`src/rtl/rx_frame_fifo.sv`:
```
`default_nettype none
// ============================================================================
// Module   : rx_frame_fifo
// Brief    : Store-and-forward receive FIFO for the MAC RX AXI-Stream path.
//            Frames are released only once their last beat arrives with good
//            status; bad-status and overflowing frames are rolled back.
// Revision : 1.0 - initial release
// ============================================================================
module rx_frame_fifo #(
   parameter int DATA_WIDTH = 32,
   parameter int KEEP_WIDTH = DATA_WIDTH / 8,
   parameter int ADDR_WIDTH = 6
) (
   input  logic                  mac_clk,
   input  logic                  mac_rst,
   input  logic [DATA_WIDTH-1:0] s_axis_tdata,
   input  logic [KEEP_WIDTH-1:0] s_axis_tkeep,
   input  logic                  s_axis_tvalid,
   input  logic                  s_axis_tlast,
   input  logic                  s_axis_tuser,
   output logic                  s_axis_tready,
   output logic [DATA_WIDTH-1:0] m_axis_tdata,
   output logic [KEEP_WIDTH-1:0] m_axis_tkeep,
   output logic                  m_axis_tvalid,
   output logic                  m_axis_tlast,
   input  logic                  m_axis_tready,
   output logic [31:0]           stat_good_frames,
   output logic [31:0]           stat_bad_drops,
   output logic [31:0]           stat_ovf_drops,
   output logic [ADDR_WIDTH:0]   fifo_level
);

   localparam int                DEPTH      = 2 ** ADDR_WIDTH;
   localparam int                ENTRY_W    = 1 + KEEP_WIDTH + DATA_WIDTH;
   localparam logic [ADDR_WIDTH:0] FULL_LEVEL = (ADDR_WIDTH + 1)'(DEPTH);
   localparam logic [ADDR_WIDTH:0] PTR_ONE    = (ADDR_WIDTH + 1)'(1);

   typedef enum logic [0:0] {
      ACCEPT = 1'b0,
      DROP   = 1'b1
   } wr_state_t;

   logic [ENTRY_W-1:0] mem [DEPTH];

   wr_state_t           state, state_next;
   logic [ADDR_WIDTH:0] wr_ptr, wr_ptr_next;
   logic [ADDR_WIDTH:0] commit_ptr, commit_next;
   logic [ADDR_WIDTH:0] rd_ptr, rd_ptr_next;
   logic                mem_we;
   logic                inc_good, inc_bad, inc_ovf;
   logic                beat;
   logic                full;
   logic                load;

   // The MAC cannot be stalled, so ready simply follows reset release.
   assign s_axis_tready = mac_rst;
   assign beat          = s_axis_tvalid & mac_rst;
   assign full          = (wr_ptr - rd_ptr) == FULL_LEVEL;
   // Only committed entries are visible to the read side.
   assign load          = (rd_ptr != commit_ptr) && (!m_axis_tvalid || m_axis_tready);
   assign rd_ptr_next   = load ? rd_ptr + PTR_ONE : rd_ptr;

   // Write FSM: next state, pointer updates and statistics strobes.
   always_comb begin
      state_next  = state;
      wr_ptr_next = wr_ptr;
      commit_next = commit_ptr;
      mem_we      = 1'b0;
      inc_good    = 1'b0;
      inc_bad     = 1'b0;
      inc_ovf     = 1'b0;
      if (beat) begin
         case (state)
            ACCEPT: begin
               if (full) begin
                  // Out of room: roll back the partial frame.
                  wr_ptr_next = commit_ptr;
                  if (s_axis_tlast) inc_ovf = 1'b1;
                  else              state_next = DROP;
               end else begin
                  mem_we      = 1'b1;
                  wr_ptr_next = wr_ptr + PTR_ONE;
                  if (s_axis_tlast) begin
                     if (s_axis_tuser) begin
                        wr_ptr_next = commit_ptr;
                        inc_bad     = 1'b1;
                     end else begin
                        commit_next = wr_ptr + PTR_ONE;
                        inc_good    = 1'b1;
                     end
                  end
               end
            end
            DROP: begin
               if (s_axis_tlast) begin
                  inc_ovf    = 1'b1;
                  state_next = ACCEPT;
               end
            end
            default: state_next = ACCEPT;
         endcase
      end
   end

   // Write FSM state, pointers, counters and the registered level.
   always_ff @(posedge mac_clk) begin
      if (!mac_rst) begin
         state            <= ACCEPT;
         wr_ptr           <= '0;
         commit_ptr       <= '0;
         rd_ptr           <= '0;
         stat_good_frames <= '0;
         stat_bad_drops   <= '0;
         stat_ovf_drops   <= '0;
         fifo_level       <= '0;
      end else begin
         state      <= state_next;
         wr_ptr     <= wr_ptr_next;
         commit_ptr <= commit_next;
         rd_ptr     <= rd_ptr_next;
         fifo_level <= wr_ptr_next - rd_ptr_next;
         if (inc_good) stat_good_frames <= stat_good_frames + 32'd1;
         if (inc_bad)  stat_bad_drops   <= stat_bad_drops + 32'd1;
         if (inc_ovf)  stat_ovf_drops   <= stat_ovf_drops + 32'd1;
      end
   end

   // Frame buffer write port; contents need no reset since pointers gate reads.
   always_ff @(posedge mac_clk) begin
      if (mem_we) mem[wr_ptr[ADDR_WIDTH-1:0]] <= {s_axis_tlast, s_axis_tkeep, s_axis_tdata};
   end

   // Output register: refill when empty or when the current beat is taken.
   always_ff @(posedge mac_clk) begin
      if (!mac_rst) begin
         m_axis_tvalid <= 1'b0;
         m_axis_tdata  <= '0;
         m_axis_tkeep  <= '0;
         m_axis_tlast  <= 1'b0;
      end else if (load) begin
         {m_axis_tlast, m_axis_tkeep, m_axis_tdata} <= mem[rd_ptr[ADDR_WIDTH-1:0]];
         m_axis_tvalid <= 1'b1;
      end else if (m_axis_tready) begin
         m_axis_tvalid <= 1'b0;
      end
   end

endmodule
`default_nettype wire

```
`config.mk`:
```
export PLATFORM = sky130hd
export DESIGN_NAME = rx_frame_fifo
export DESIGN_NICKNAME = d
export VERILOG_FILES = /design/src/rtl/rx_frame_fifo.sv
export SDC_FILE = /design/constraint.sdc
export NUM_CORES = 2
export LEC_CHECK = 0
export CORE_MARGIN = 3
export CORE_UTILIZATION = 49
export CTS_CLUSTER_DIAMETER = 40
export CTS_CLUSTER_SIZE = 20
export DETAILED_ROUTE_END_ITERATION = 7
export HOLD_SLACK_MARGIN = 0.1
export PLACE_DENSITY = 0.68
export SLEW_MARGIN = 20
export SYNTH_ARGS = -nofsm -noshare
export SYNTH_HDL_FRONTEND = slang
export SYNTH_SLANG_ARGS = --single-unit
```
`constraint.sdc`:
```
create_clock -name mac_clk -period 6.4 [get_ports mac_clk]
set_input_delay 1.6 -clock mac_clk [delete_from_list [all_inputs] [get_ports mac_clk]]
set_output_delay 1.6 -clock mac_clk [all_outputs]
set_load 0.02 [all_outputs]
```
==> summary.md <==
| Metric | Value |
|---|---|
| Status | finished clean |
| Worst Tran Pin Value | 1.071 ns |
| Sink Count | 2531 |
| Req. time, crit path | 7.15 ns |
| Antenna violations before repair | 16 |
| Pin count of the biggest net entering global routing | 139 |
| Most frequent cells in the layout | edfxtp_1 (2368), mux4_2 (777), clkbuf_16 (327) |
| RSZ-0062 raised after global routing | false |
| Vias per cell | 6.277 |
| Internal power | 32.76 mW |
| CP max FO | 33 |
| Share of the yosys chip area belonging to registers | 0.7656 |
| Leak Pwr | 35.34 nW |
| Die area | 0.2036 sq mm |
| I/O pin count | 184 |
| Layout cells sized above 1 | 0.3232 |
| Via count | 47460 |
| Final hold viol count | 0 |
| CP delay by family, top | compound AO/OA/AOI/OAI gates |
| GRT overflow | 0 |
| Min Clock Period, post-route | 4.917 ns |
| Core area | 0.1960 sq mm |
| Die Y | 451.3 um |
| Endpoint type of the worst setup path | flip-flop |
| WL/cell | 33.16 um |
| Detail Placement HPWL | 138.4 mm |
| Post-layout net count | 4742 |
| Final worst-path cycle share | 0.7683 |
| Part of the power in registers | 0.423 |
| Data arrival time of the critical path | 5.67 ns |
| Hold_ws | 0.4875 ns |
| Setup TNS | 0 ns |
| Ys flop type | edfxtp_1 |
| P&R area growth vs syn | 17.49% |
| Met1 Use GR | 0.3553 |
| GRT Total Usage | 0.2481 |
| Grt peak-use layer | met2 |
| FMAX | 203.4 MHz |
| Post-CTS setup buffers | 0 |
| Sw Share | 0.2530 |
| CTS tree | built |
| Max-cap violations | 0 |
| Met3 global-route usage | 0.05004 |
| Share of power burned in the clock network | 0.416 |
| First-pass GRT wire length | 358.2 mm |
| Worst-path cell chain | inv_1 > ha_1 > o21bai_1 > o2111ai_1 > nor4_4 > and3_1 > a21o_2 > o31ai_1 > a21oi_1 > ha_1 > inv_1 > fa_1 > a21o_1 > o21a_1 > o21ai_0 > o31ai_2 > mux2i_1 |
| Mapped Cells | 4248 |
| Clock root cell | clkbuf_16 |
| Design Area, Final | 0.1141 sq mm |
| Yosys synthesis warning count | 0 |
| Fillers | 13740 |
| Number of flops mapped to enable cells by yosys | 2368 |
| Commonest non-fill, non-tap cell in the layout | edfxtp_1 |
| Netlist cell types | 65 |
| GP Congestion | 0.8293 |
| Startpoint Class | flip-flop |
| Clock insertion delay at the later pin of the skew report | 0.95 ns |
| Storage cell area | 0.07439 sq mm |
| Num CTS Buffers | 323 |
| H-tree levels | 5 |
| Crit path buf inv count | 2 |
| Slew HR | 0.2841 |
| CTS Buffer Depth | 4 |
| Die W | 451.3 um |
| Combinational Power Share | 0.161 |
| Register bit total from synthesis | 2531 |
| Clock slew at reported path FFs | 0.06 ns |
| Starting Density | 0.4956 |
| Final setup fails | 0 |
| Netlist Area Pre-Place | 0.09714 sq mm |
| Resize count post-CTS | 0 |
| Starting DRT DRC Count | 6285 |
| Buffers on Ports | 183 |
| Post-Syn Nets | 4308 |
| Core Rows | 162 |
| # DRC | 0 |
| ANT nets after route | 0 |
| Placed Area | 0.1031 sq mm |
| Mapped Avg Cell Area | 22.87 sq um |
| Crit-path max cell delay | 0.81 ns |
| Final Slew Violations | 0 |
| Multi-input gate area | 0.02223 sq mm |
| Routed WL | 250.8 mm |
| Worst vdd ir | 377.2 uV |
| Hold Buf Count CTS | 0 |
| CP max-delay cell | dfxtp_4 |
| GRT met2 Usage | 0.3896 |
| Setup Crit Path Kind | flip-flop to flip-flop |
| Number of global-route vias before repair | 47350 |
| Sw power | 11.09 mW |
| First-pass DRT Iterations | 6 |
| Pwr/cell area | 384.2 mW/mm^2 |
| Worst Clk Skew | 0.07547 ns |
| Asr flop ratio synth | 0 |
| Hold Path Class | flip-flop to flip-flop |
[sequential cells by signal, summed over array words and instances, names as in the netlist, named ones only]
register	cells
mem	2368
m_axis_tdata	32
stat_bad_drops	32
stat_good_frames	32
stat_ovf_drops	32
commit_ptr	7
fifo_level	7
rd_ptr	7
wr_ptr	6
m_axis_tkeep	4
m_axis_tlast	1
m_axis_tvalid	1
state	1
[per-stage QoR]
stage	setup WS, ns	std cells	total power, mW	utilization
global route	1.251	7560	45.22	0.5823
global placement	1.382	6981	26.00	0.5262
detailed placement	1.359	6981	26.03	0.5262
CTS	1.547	7556	44.22	0.5820
finish	1.483	7562	43.85	0.5823
floorplan	0.8549	4248	23.83	-
[metal layers]
| layer | share of wire | up-vias |
|---|---|---|
| met4 | 0.033 | 2 |
| met3 | 0.099 | 479 |
| met5 | 0.000028 | - |
| met1 | 0.39 | 25440 |
| li1 | - | 18910 |
| met2 | 0.48 | 2631 |
[area by class of cell]
cell class | count | area share
Clock inverter | 229 | 0.02320
Sequential cell | 2531 | 0.6518
Inverter | 27 | 0.001020
Antenna cell | 6 | 0.0001316
Timing Repair Buffer | 329 | 0.02769
Clock buffer | 346 | 0.07267
Tap cell | 2624 | 0.02877
Multi-Input combinational cell | 1470 | 0.1948
[kinds of logic (layout without fill, tap and decap cells)]
kind of cell               after synthesis  after routing  share of synthesized area
AOI/OAI and AO/OA                      100            100                   0.006556
xor gates and xnor gates                91             91                   0.008204
adders and majority gates               18             18                   0.002396
buffers and inverters                  247            931                    0.01061
DFF                                   2531           2531                     0.7656
muxes                                  823            823                     0.1849
other                                    0              6                          0
and+or+nand+nor                        438            438                    0.02172
[power by group through the flow]
stage	sequential (mW)	clock [mW]	combinational [mW]
after floorplan	18.9	0	4.94
after global routing	18.6	19.2	7.47
after global placement	18.9	0	7.10
final	18.6	18.3	7.04
after CTS	18.6	18.5	7.15
after detailed placement	18.9	0	7.12
[cells in the mapped netlist (2+ instances only)]
master	instances	area, sq um
nand2b_1	3	18.77
nor2b_1	7	43.79
and4_1	7	61.31
buf_4	3	22.52
xor2_1	48	420.4
nand3_1	34	170.2
o2111ai_1	2	17.52
or3b_2	2	17.52
nand3b_1	2	15.01
nor4_1	3	18.77
nand2_1	62	232.7
and3_1	23	143.9
buf_1	17	63.81
ha_1	17	212.7
dfxtp_1	163	3263
a211oi_1	6	45.04
nor2_1	201	754.5
or2_1	2	12.51
edfxtp_1	2368	71110
o21ai_0	31	155.2
nand4_1	22	137.6
o21a_1	3	22.52
a21o_2	2	17.52
a21o_1	5	37.54
nor3_1	10	50.05
a21oi_1	38	190.2
mux2i_1	45	450.4
mux4_2	777	17500
inv_1	25	93.84
buf_2	59	295.3
and2_1	20	125.1
clkbuf_1	139	521.8
nor3b_1	2	15.01
or2_2	2	12.51
or3_1	26	162.7
xnor2_1	43	376.6
[worst min-delay path, cell delays in order (launching register included)]
cell and delay [ns]:
dfxtp_1 0.32, mux2i_1 0.06, nor2_1 0.07
[worst paths after layout]
kind | start | endpoint | slack (ns) | cells after the start
setup / recovery | rd_ptr[3] | fifo_level[6] | 1.48 | 17
hold reg to reg | m_axis_tkeep[3] | m_axis_tkeep[3] | 0.49 | 2
setup reg to reg | rd_ptr[3] | fifo_level[6] | 1.48 | 17
hold / removal | m_axis_tkeep[3] | m_axis_tkeep[3] | 0.49 | 2
Note: power is estimated with default switching activity, not from simulation.
